File: src/rtl/serial_deser_rx_if.sv
// Serial link receive bundle: per-channel data/valid in, reassembled frame and status out.
// The receiver takes the slave view; the upstream serializer or a bench takes the master view.
interface serial_deser_rx_if #(
    parameter int DATA_W = 128,
    parameter int CH_NUM = 8,
    parameter int CNT_W  = 16
);
    logic [CH_NUM-1:0] data_in_ch;
    logic [CH_NUM-1:0] vld_in_ch;
    logic [DATA_W-1:0] data_gray_out;
    logic [CH_NUM-1:0] ch_onehot;
    logic [CNT_W-1:0]  bit_count;
    logic              frame_done;
    logic              ovf_err;
    logic              coll_err;
    logic              chan_err;
    logic              busy;
    logic [15:0]       crc_out;

    modport master (
        output data_in_ch, vld_in_ch,
        input  data_gray_out, ch_onehot, bit_count, frame_done,
               ovf_err, coll_err, chan_err, busy, crc_out
    );

    modport slave (
        input  data_in_ch, vld_in_ch,
        output data_gray_out, ch_onehot, bit_count, frame_done,
               ovf_err, coll_err, chan_err, busy, crc_out
    );
endinterface

File: src/rtl/serial_deser_rx.sv
// Locks onto the single channel raising valid and rebuilds its MSB-first frame, left-aligned.
// Optional RX_CRC16_EN adds a CRC-16/CCITT-FALSE over every counted bit; otherwise crc_out is 0.
module serial_deser_rx #(
    parameter int DATA_W = 128,
    parameter int CH_NUM = 8,
    parameter int CNT_W  = 16
) (
    input  logic               clk_out16x,
    input  logic               rst,
    serial_deser_rx_if.slave   bus
);
    localparam int              IDX_W    = $clog2(DATA_W);
    localparam logic [CNT_W-1:0] CNT_MAX  = '1;
    localparam logic [CNT_W-1:0] DATA_W_C = CNT_W'(DATA_W);

    typedef enum logic {IDLE, RECV} state_t;

    state_t            state_q, state_d;
    logic [CH_NUM-1:0] ch_q, ch_d;
    logic [CNT_W-1:0]  cnt_q, cnt_d;
    logic [DATA_W-1:0] word_q, word_d;
    logic              ovf_q, ovf_d;
    logic              coll_q, coll_d;

    logic [DATA_W-1:0] dout_q, dout_d;
    logic [CH_NUM-1:0] chout_q, chout_d;
    logic [CNT_W-1:0]  bcnt_q, bcnt_d;
    logic              ovfo_q, ovfo_d;
    logic              collo_q, collo_d;
    logic              done_q, done_d;
    logic              chan_err_q, chan_err_d;

    logic              vld_onehot;
    logic              start_bit;
    logic              lock_vld;
    logic              lock_bit;
    logic              other_vld;
    logic [IDX_W-1:0]  wr_idx;

    assign vld_onehot = (bus.vld_in_ch != '0) &&
                        ((bus.vld_in_ch & (bus.vld_in_ch - CH_NUM'(1))) == '0);
    assign start_bit  = |(bus.data_in_ch & bus.vld_in_ch);
    assign lock_vld   = |(bus.vld_in_ch & ch_q);
    assign lock_bit   = |(bus.data_in_ch & ch_q);
    assign other_vld  = |(bus.vld_in_ch & ~ch_q);
    // Count n maps to word position DATA_W-1-n; only used while n < DATA_W.
    assign wr_idx     = IDX_W'(DATA_W - 1) - cnt_q[IDX_W-1:0];

`ifdef RX_CRC16_EN
    logic [15:0] crc_q, crc_d;
    logic [15:0] crc_out_q, crc_out_d;

    function automatic logic [15:0] crc_step(input logic [15:0] c, input logic b);
        crc_step = {c[14:0], 1'b0} ^ ((c[15] ^ b) ? 16'h1021 : 16'h0000);
    endfunction
`endif

    always_comb begin
        state_d    = state_q;
        ch_d       = ch_q;
        cnt_d      = cnt_q;
        word_d     = word_q;
        ovf_d      = ovf_q;
        coll_d     = coll_q;
        dout_d     = dout_q;
        chout_d    = chout_q;
        bcnt_d     = bcnt_q;
        ovfo_d     = ovfo_q;
        collo_d    = collo_q;
        done_d     = 1'b0;
        chan_err_d = 1'b0;
`ifdef RX_CRC16_EN
        crc_d      = crc_q;
        crc_out_d  = crc_out_q;
`endif
        case (state_q)
            IDLE: begin
                if (vld_onehot) begin
                    ch_d               = bus.vld_in_ch;
                    word_d             = '0;
                    word_d[DATA_W-1]   = start_bit;
                    cnt_d              = CNT_W'(1);
                    ovf_d              = 1'b0;
                    coll_d             = 1'b0;
                    state_d            = RECV;
`ifdef RX_CRC16_EN
                    crc_d              = crc_step(16'hFFFF, start_bit);
`endif
                end else if (bus.vld_in_ch != '0) begin
                    chan_err_d = 1'b1;
                end
            end
            RECV: begin
                if (other_vld) coll_d = 1'b1;
                if (lock_vld) begin
                    if (cnt_q < DATA_W_C) word_d[wr_idx] = lock_bit;
                    else                  ovf_d          = 1'b1;
                    if (cnt_q != CNT_MAX) cnt_d = cnt_q + CNT_W'(1);
`ifdef RX_CRC16_EN
                    crc_d = crc_step(crc_q, lock_bit);
`endif
                end else begin
                    // Locked valid dropped: publish the frame; the other-channel check of
                    // this last RECV cycle still counts toward the collision flag.
                    dout_d  = word_q;
                    chout_d = ch_q;
                    bcnt_d  = cnt_q;
                    ovfo_d  = ovf_q;
                    collo_d = coll_q | other_vld;
                    done_d  = 1'b1;
                    state_d = IDLE;
`ifdef RX_CRC16_EN
                    crc_out_d = crc_q;
`endif
                end
            end
            default: state_d = IDLE;
        endcase
    end

    always_ff @(posedge clk_out16x or posedge rst) begin
        if (rst) begin
            state_q    <= IDLE;
            ch_q       <= '0;
            cnt_q      <= '0;
            word_q     <= '0;
            ovf_q      <= 1'b0;
            coll_q     <= 1'b0;
            dout_q     <= '0;
            chout_q    <= '0;
            bcnt_q     <= '0;
            ovfo_q     <= 1'b0;
            collo_q    <= 1'b0;
            done_q     <= 1'b0;
            chan_err_q <= 1'b0;
`ifdef RX_CRC16_EN
            crc_q      <= '0;
            crc_out_q  <= '0;
`endif
        end else begin
            state_q    <= state_d;
            ch_q       <= ch_d;
            cnt_q      <= cnt_d;
            word_q     <= word_d;
            ovf_q      <= ovf_d;
            coll_q     <= coll_d;
            dout_q     <= dout_d;
            chout_q    <= chout_d;
            bcnt_q     <= bcnt_d;
            ovfo_q     <= ovfo_d;
            collo_q    <= collo_d;
            done_q     <= done_d;
            chan_err_q <= chan_err_d;
`ifdef RX_CRC16_EN
            crc_q      <= crc_d;
            crc_out_q  <= crc_out_d;
`endif
        end
    end

    assign bus.data_gray_out = dout_q;
    assign bus.ch_onehot     = chout_q;
    assign bus.bit_count     = bcnt_q;
    assign bus.frame_done    = done_q;
    assign bus.ovf_err       = ovfo_q;
    assign bus.coll_err      = collo_q;
    assign bus.chan_err      = chan_err_q;
    assign bus.busy          = (state_q == RECV);
`ifdef RX_CRC16_EN
    assign bus.crc_out       = crc_out_q;
`else
    assign bus.crc_out       = 16'h0000;
`endif
endmodule

File: src/flat_wrapper.sv
// flat-port wrapper written by rule: the top's interface ports become plain ports
module serial_deser_rx_flat 
#(
    parameter int DATA_W = 128,
    parameter int CH_NUM = 8,
    parameter int CNT_W  = 16
)
  (clk_out16x, rst, bus_data_in_ch, bus_vld_in_ch, bus_data_gray_out, bus_ch_onehot, bus_bit_count, bus_frame_done, bus_ovf_err, bus_coll_err, bus_chan_err, bus_busy, bus_crc_out);
  serial_deser_rx_if #(.DATA_W(DATA_W), .CH_NUM(CH_NUM), .CNT_W(CNT_W)) bus_i ();
  input  logic clk_out16x;
  input  logic rst;
  input wire logic [$bits(bus_i.data_in_ch)-1:0] bus_data_in_ch;
  input wire logic [$bits(bus_i.vld_in_ch)-1:0] bus_vld_in_ch;
  output wire logic [$bits(bus_i.data_gray_out)-1:0] bus_data_gray_out;
  output wire logic [$bits(bus_i.ch_onehot)-1:0] bus_ch_onehot;
  output wire logic [$bits(bus_i.bit_count)-1:0] bus_bit_count;
  output wire logic [$bits(bus_i.frame_done)-1:0] bus_frame_done;
  output wire logic [$bits(bus_i.ovf_err)-1:0] bus_ovf_err;
  output wire logic [$bits(bus_i.coll_err)-1:0] bus_coll_err;
  output wire logic [$bits(bus_i.chan_err)-1:0] bus_chan_err;
  output wire logic [$bits(bus_i.busy)-1:0] bus_busy;
  output wire logic [$bits(bus_i.crc_out)-1:0] bus_crc_out;
  assign bus_i.data_in_ch = bus_data_in_ch;
  assign bus_i.vld_in_ch = bus_vld_in_ch;
  assign bus_data_gray_out = bus_i.data_gray_out;
  assign bus_ch_onehot = bus_i.ch_onehot;
  assign bus_bit_count = bus_i.bit_count;
  assign bus_frame_done = bus_i.frame_done;
  assign bus_ovf_err = bus_i.ovf_err;
  assign bus_coll_err = bus_i.coll_err;
  assign bus_chan_err = bus_i.chan_err;
  assign bus_busy = bus_i.busy;
  assign bus_crc_out = bus_i.crc_out;
  serial_deser_rx #(.DATA_W(DATA_W), .CH_NUM(CH_NUM), .CNT_W(CNT_W)) u_core (.clk_out16x(clk_out16x), .rst(rst), .bus(bus_i));
endmodule
File: config.mk
export PLATFORM = sky130hd
export DESIGN_NAME = serial_deser_rx_flat
export DESIGN_NICKNAME = d
export VERILOG_FILES = /design/src/rtl/serial_deser_rx_if.sv /design/src/rtl/serial_deser_rx.sv /design/src/flat_wrapper.sv
export SDC_FILE = /design/constraint.sdc
export NUM_CORES = 1
export LEC_CHECK = 0
export CAP_MARGIN = 5
export CORE_MARGIN = 10
export CORE_UTILIZATION = 51
export CTS_BUF_LIST = sky130_fd_sc_hd__clkbuf_4
export DETAILED_ROUTE_END_ITERATION = 8
export PLACE_DENSITY = 0.78
export SLEW_MARGIN = 20
export SYNTH_ARGS = -nofsm -noshare
export SYNTH_HDL_FRONTEND = slang
export SYNTH_SLANG_ARGS = --single-unit
File: constraint.sdc
create_clock -name clk_out16x -period 11.82 [get_ports clk_out16x]
set_input_delay 3.546 -clock clk_out16x [delete_from_list [all_inputs] [get_ports clk_out16x]]
set_output_delay 3.546 -clock clk_out16x [all_outputs]
set_load 0.005 [all_outputs]
==> metrics.md <==
| Metric | Value |
|---|---|
| Status | complete, no violations |
| Clk_skew | 0.0180 ns |
| Ys flop type | dfrtp_1 |
| Unrepaired setup endpoints after global routing | no |
| Cell Area, Synth | 0.0136 sq mm |
| Worst-Margin Slew | 1.08 ns |
| Share of layout cells above drive strength 1 | 22.5% |
| Overall routing resource usage | 21.1% |
| IO Count | 191 |
| Placed Cells | 1593 |
| Die area | 0.0336 sq mm |
| Core footprint | 0.0261 sq mm |
| Share of power burned in registers | 46.6% |
| Post-route cell area | 0.0164 sq mm |
| DRT iter0 DRCs | 863 |
| Worst R2R End | u_core.word_q[84] |
| Final hold vios | 0 |
| Most frequent cells in the layout | 310 x dfrtp_1, 174 x clkdlybuf4s50_1, 161 x mux2_2, 141 x o21ai_0, 119 x clkbuf_4 |
| WL final | 36100 um |
| Worst slack, placed | 4.52 ns |
| Placed cell areas | 0.0154 sq mm |
| Largest net degree at the start of global routing | 181 |
| GP Congestion | 0.847 |
| Minimum clock period | 6.78 ns |
| DP HPWL | 23100 um |
| Syn_area_per_cell | 11.7 sq um |
| Sink Count | 311 |
| Post-CTS Setup Bufs | 0 |
| Final total power | 2.50 mW |
| Die width | 183 um |
| Worst setup EP type | flip-flop |
| Post-synth top area share | 57.2% |
| CTS Buf Count | 81 |
| R2R cell count | 7 |
| Layout area overhead | 20.2% |
| First-pass GRT wire length | 57100 um |
| Max FO, Critical Path | 90 |
| Crit path DAT | 7.36 ns |
| Non-filler cells in the finished layout | 1725 |
| Util after Layout | 62.6% |
| Yosys warning total | 0 |
| Clk_lat worst skew | 0.67 ns |
| Register area share after synthesis | 57.2% |
| Worst hold slack | 0.492 ns |
| Critical path class | in2reg |
| Vias in the first global route | 10300 |
| Hold path depth | 2 |
| IO buf count | 174 |
| Vias/cell | 5.92 |
| Dominant cell type by area after synthesis | dfrtp_1 |
| CTS clk-pin slew, worst paths | 0.07 ns |
| Die Ht | 183 um |
| Hold path startpoint | u_core.word_q[1] |
| DRT Pass-1 Iters | 5 |
| Root Driver | clkbuf_4 |
| Peak supply drop | 0.000131 V |
| Filler instances | 2051 |
| EDFF count, synth | 0 |
| Lkg Pwr | 7.39 nW |
| Worst endpoint required time | 12.40 ns |
| Internal power | 1.77 mW |
| Max-cap check violation count | 0 |
| FF+latch count, synth | 311 |
| Hold buffers post-CTS | 0 |
| R2r setup slk | 8.08 ns |
| DRC | 0 |
| Maximum clock rate | 0.147 GHz |
| WL per Instance | 20.9 um |
| Clock power share | 35.6% |
| Synth area leaders | dfrtp_1 57%, mux2_2 13%, a21boi_0 5.3%, o21ai_0 5.2%, o21ai_1 4.3% |
| Antenna violations before repair | 1 |
| Initial cell density of the core | 52.1% |
| Commonest non-fill, non-tap cell in the layout | dfrtp_1 |
| Worst Setup Start Kind | input port |
| HP Class | reg2reg |
| CTS tree | yes |
| Synth unique cells | 59 |
| Synthesized netlist cell count | 1159 |
| Crit Reg-Reg Startpoint | u_core.ch_q[1] |
| Detail Route Antenna Nets | 0 |
| CTS H-tree depth | 3 |
| Nets | 1360 |
| PD cells | 153 mW/mm^2 |
| P_sw | 726 uW |
| Combinational power share | 17.7% |
| Total grt overflow | 0 |
| Post_cts resized | 0 |
| Slew HR | 27.1% |
| Sum Neg Setup Slack | 0 ns |
| Post-synth ARST share | 100% |
| Tcrit/Tclk final | 57.4% |
| Final worst setup slack | 5.04 ns |
| Max-slew violations | 0 |
| Clock buffer depth | 3 |
| Via count | 10200 |
| Switching Fraction | 29.0% |
| # rows | 59 |
| WHS Endpoint | u_core.word_q[1] |
| # setup viols final | 0 |
==> registers in the layout (all words and copies together) (netlist names) <==
register and count:
u_core.bus.bit_count 16, u_core.bus.busy 1, u_core.bus.ch_onehot 8, u_core.bus.chan_err 1, u_core.bus.coll_err 1, u_core.bus.data_gray_out 128, u_core.bus.frame_done 1, u_core.bus.ovf_err 1
u_core.ch_q 8, u_core.cnt_q 16, u_core.coll_q 1, u_core.ovf_q 1, u_core.word_q 128
==> worst max-delay path, stage by stage <==
cell	delay, ns
clkdlybuf4s50_1	0.53
a22o_1	0.29
a221oi_1	0.48
nand3_4	0.63
nand3_4	0.64
buf_4	0.81
o21ai_0	0.26
o21ai_0	0.13
==> per-layer routing <==
metal	routed length [um]	part of all wire, %	GRT usage [%]
met4	710	2.0	8.16
met5	0	0	0
met2	17100	47	32.6
met3	3310	9.2	6.56
met1	15000	41	27.4
==> power groups by stage <==
stage / registers [mW] / clock network [mW] / logic [mW]
2_1_floorplan: 1.16 / 0 / 0.320
5_1_grt: 1.17 / 0.968 / 0.481
3_5_place_dp: 1.18 / 0 / 0.438
3_3_place_gp: 1.18 / 0 / 0.432
4_1_cts: 1.16 / 0.911 / 0.441
6_report: 1.17 / 0.891 / 0.444
==> worst max path at each step <==
stage	startpoint	slack, ns	cells after the start	endpoint
2_1_floorplan	rst	4.13	1	u_core.bus.bit_count[0]
3_3_place_gp	bus_vld_in_ch[0]	4.62	7	u_core.bus.data_gray_out[57]
3_5_place_dp	bus_vld_in_ch[1]	4.52	7	u_core.bus.data_gray_out[62]
4_1_cts	bus_vld_in_ch[1]	5.14	8	u_core.word_q[84]
5_1_grt	bus_vld_in_ch[1]	4.87	8	u_core.word_q[84]
6_report	bus_vld_in_ch[1]	5.04	8	u_core.word_q[84]
==> cells in the mapped netlist, types with 6 or more instances <==
master / number
nor3_1: 13
nor2b_1: 6
o21ai_1: 116
dfrtp_1: 311
mux2_2: 161
a21oi_1: 6
buf_4: 18
inv_1: 9
o21ai_0: 141
xnor2_1: 11
a21boi_0: 96
nand3_1: 17
clkbuf_1: 57
buf_2: 10
nor4_1: 7
buf_6: 14
nand2_1: 27
o21a_1: 31
nor2_1: 30
==> area by class of cell <==
| class | count | area [sq um] | area share, % |
|---|---|---|---|
| inverters | 10 | 41.3 | 0.252 |
| flip-flops and latches | 311 | 7790 | 47.6 |
| clock inverters | 12 | 75.1 | 0.459 |
| multi-input cells | 752 | 5310 | 32.4 |
| diodes | 1 | 2.50 | 0.0153 |
| clock buffers | 119 | 893 | 5.46 |
| repair buffers | 185 | 1840 | 11.2 |
| well taps | 335 | 419 | 2.56 |
==> cell families after synthesis <==
logic type               count (synthesis)  synth area share (%)
flip-flops                             311                  57.2
AND/OR/NAND/NOR                        140                  5.58
AO/OA/AOI/OAI                          422                  18.6
adder cells (fa/ha/maj)                  1                0.0919
XOR/XNOR                                11                 0.708
other                                    1                0.0275
multiplexers                           162                  13.4
buffers and inverters                  111                  4.42
Power figures use the tool's default switching activity.
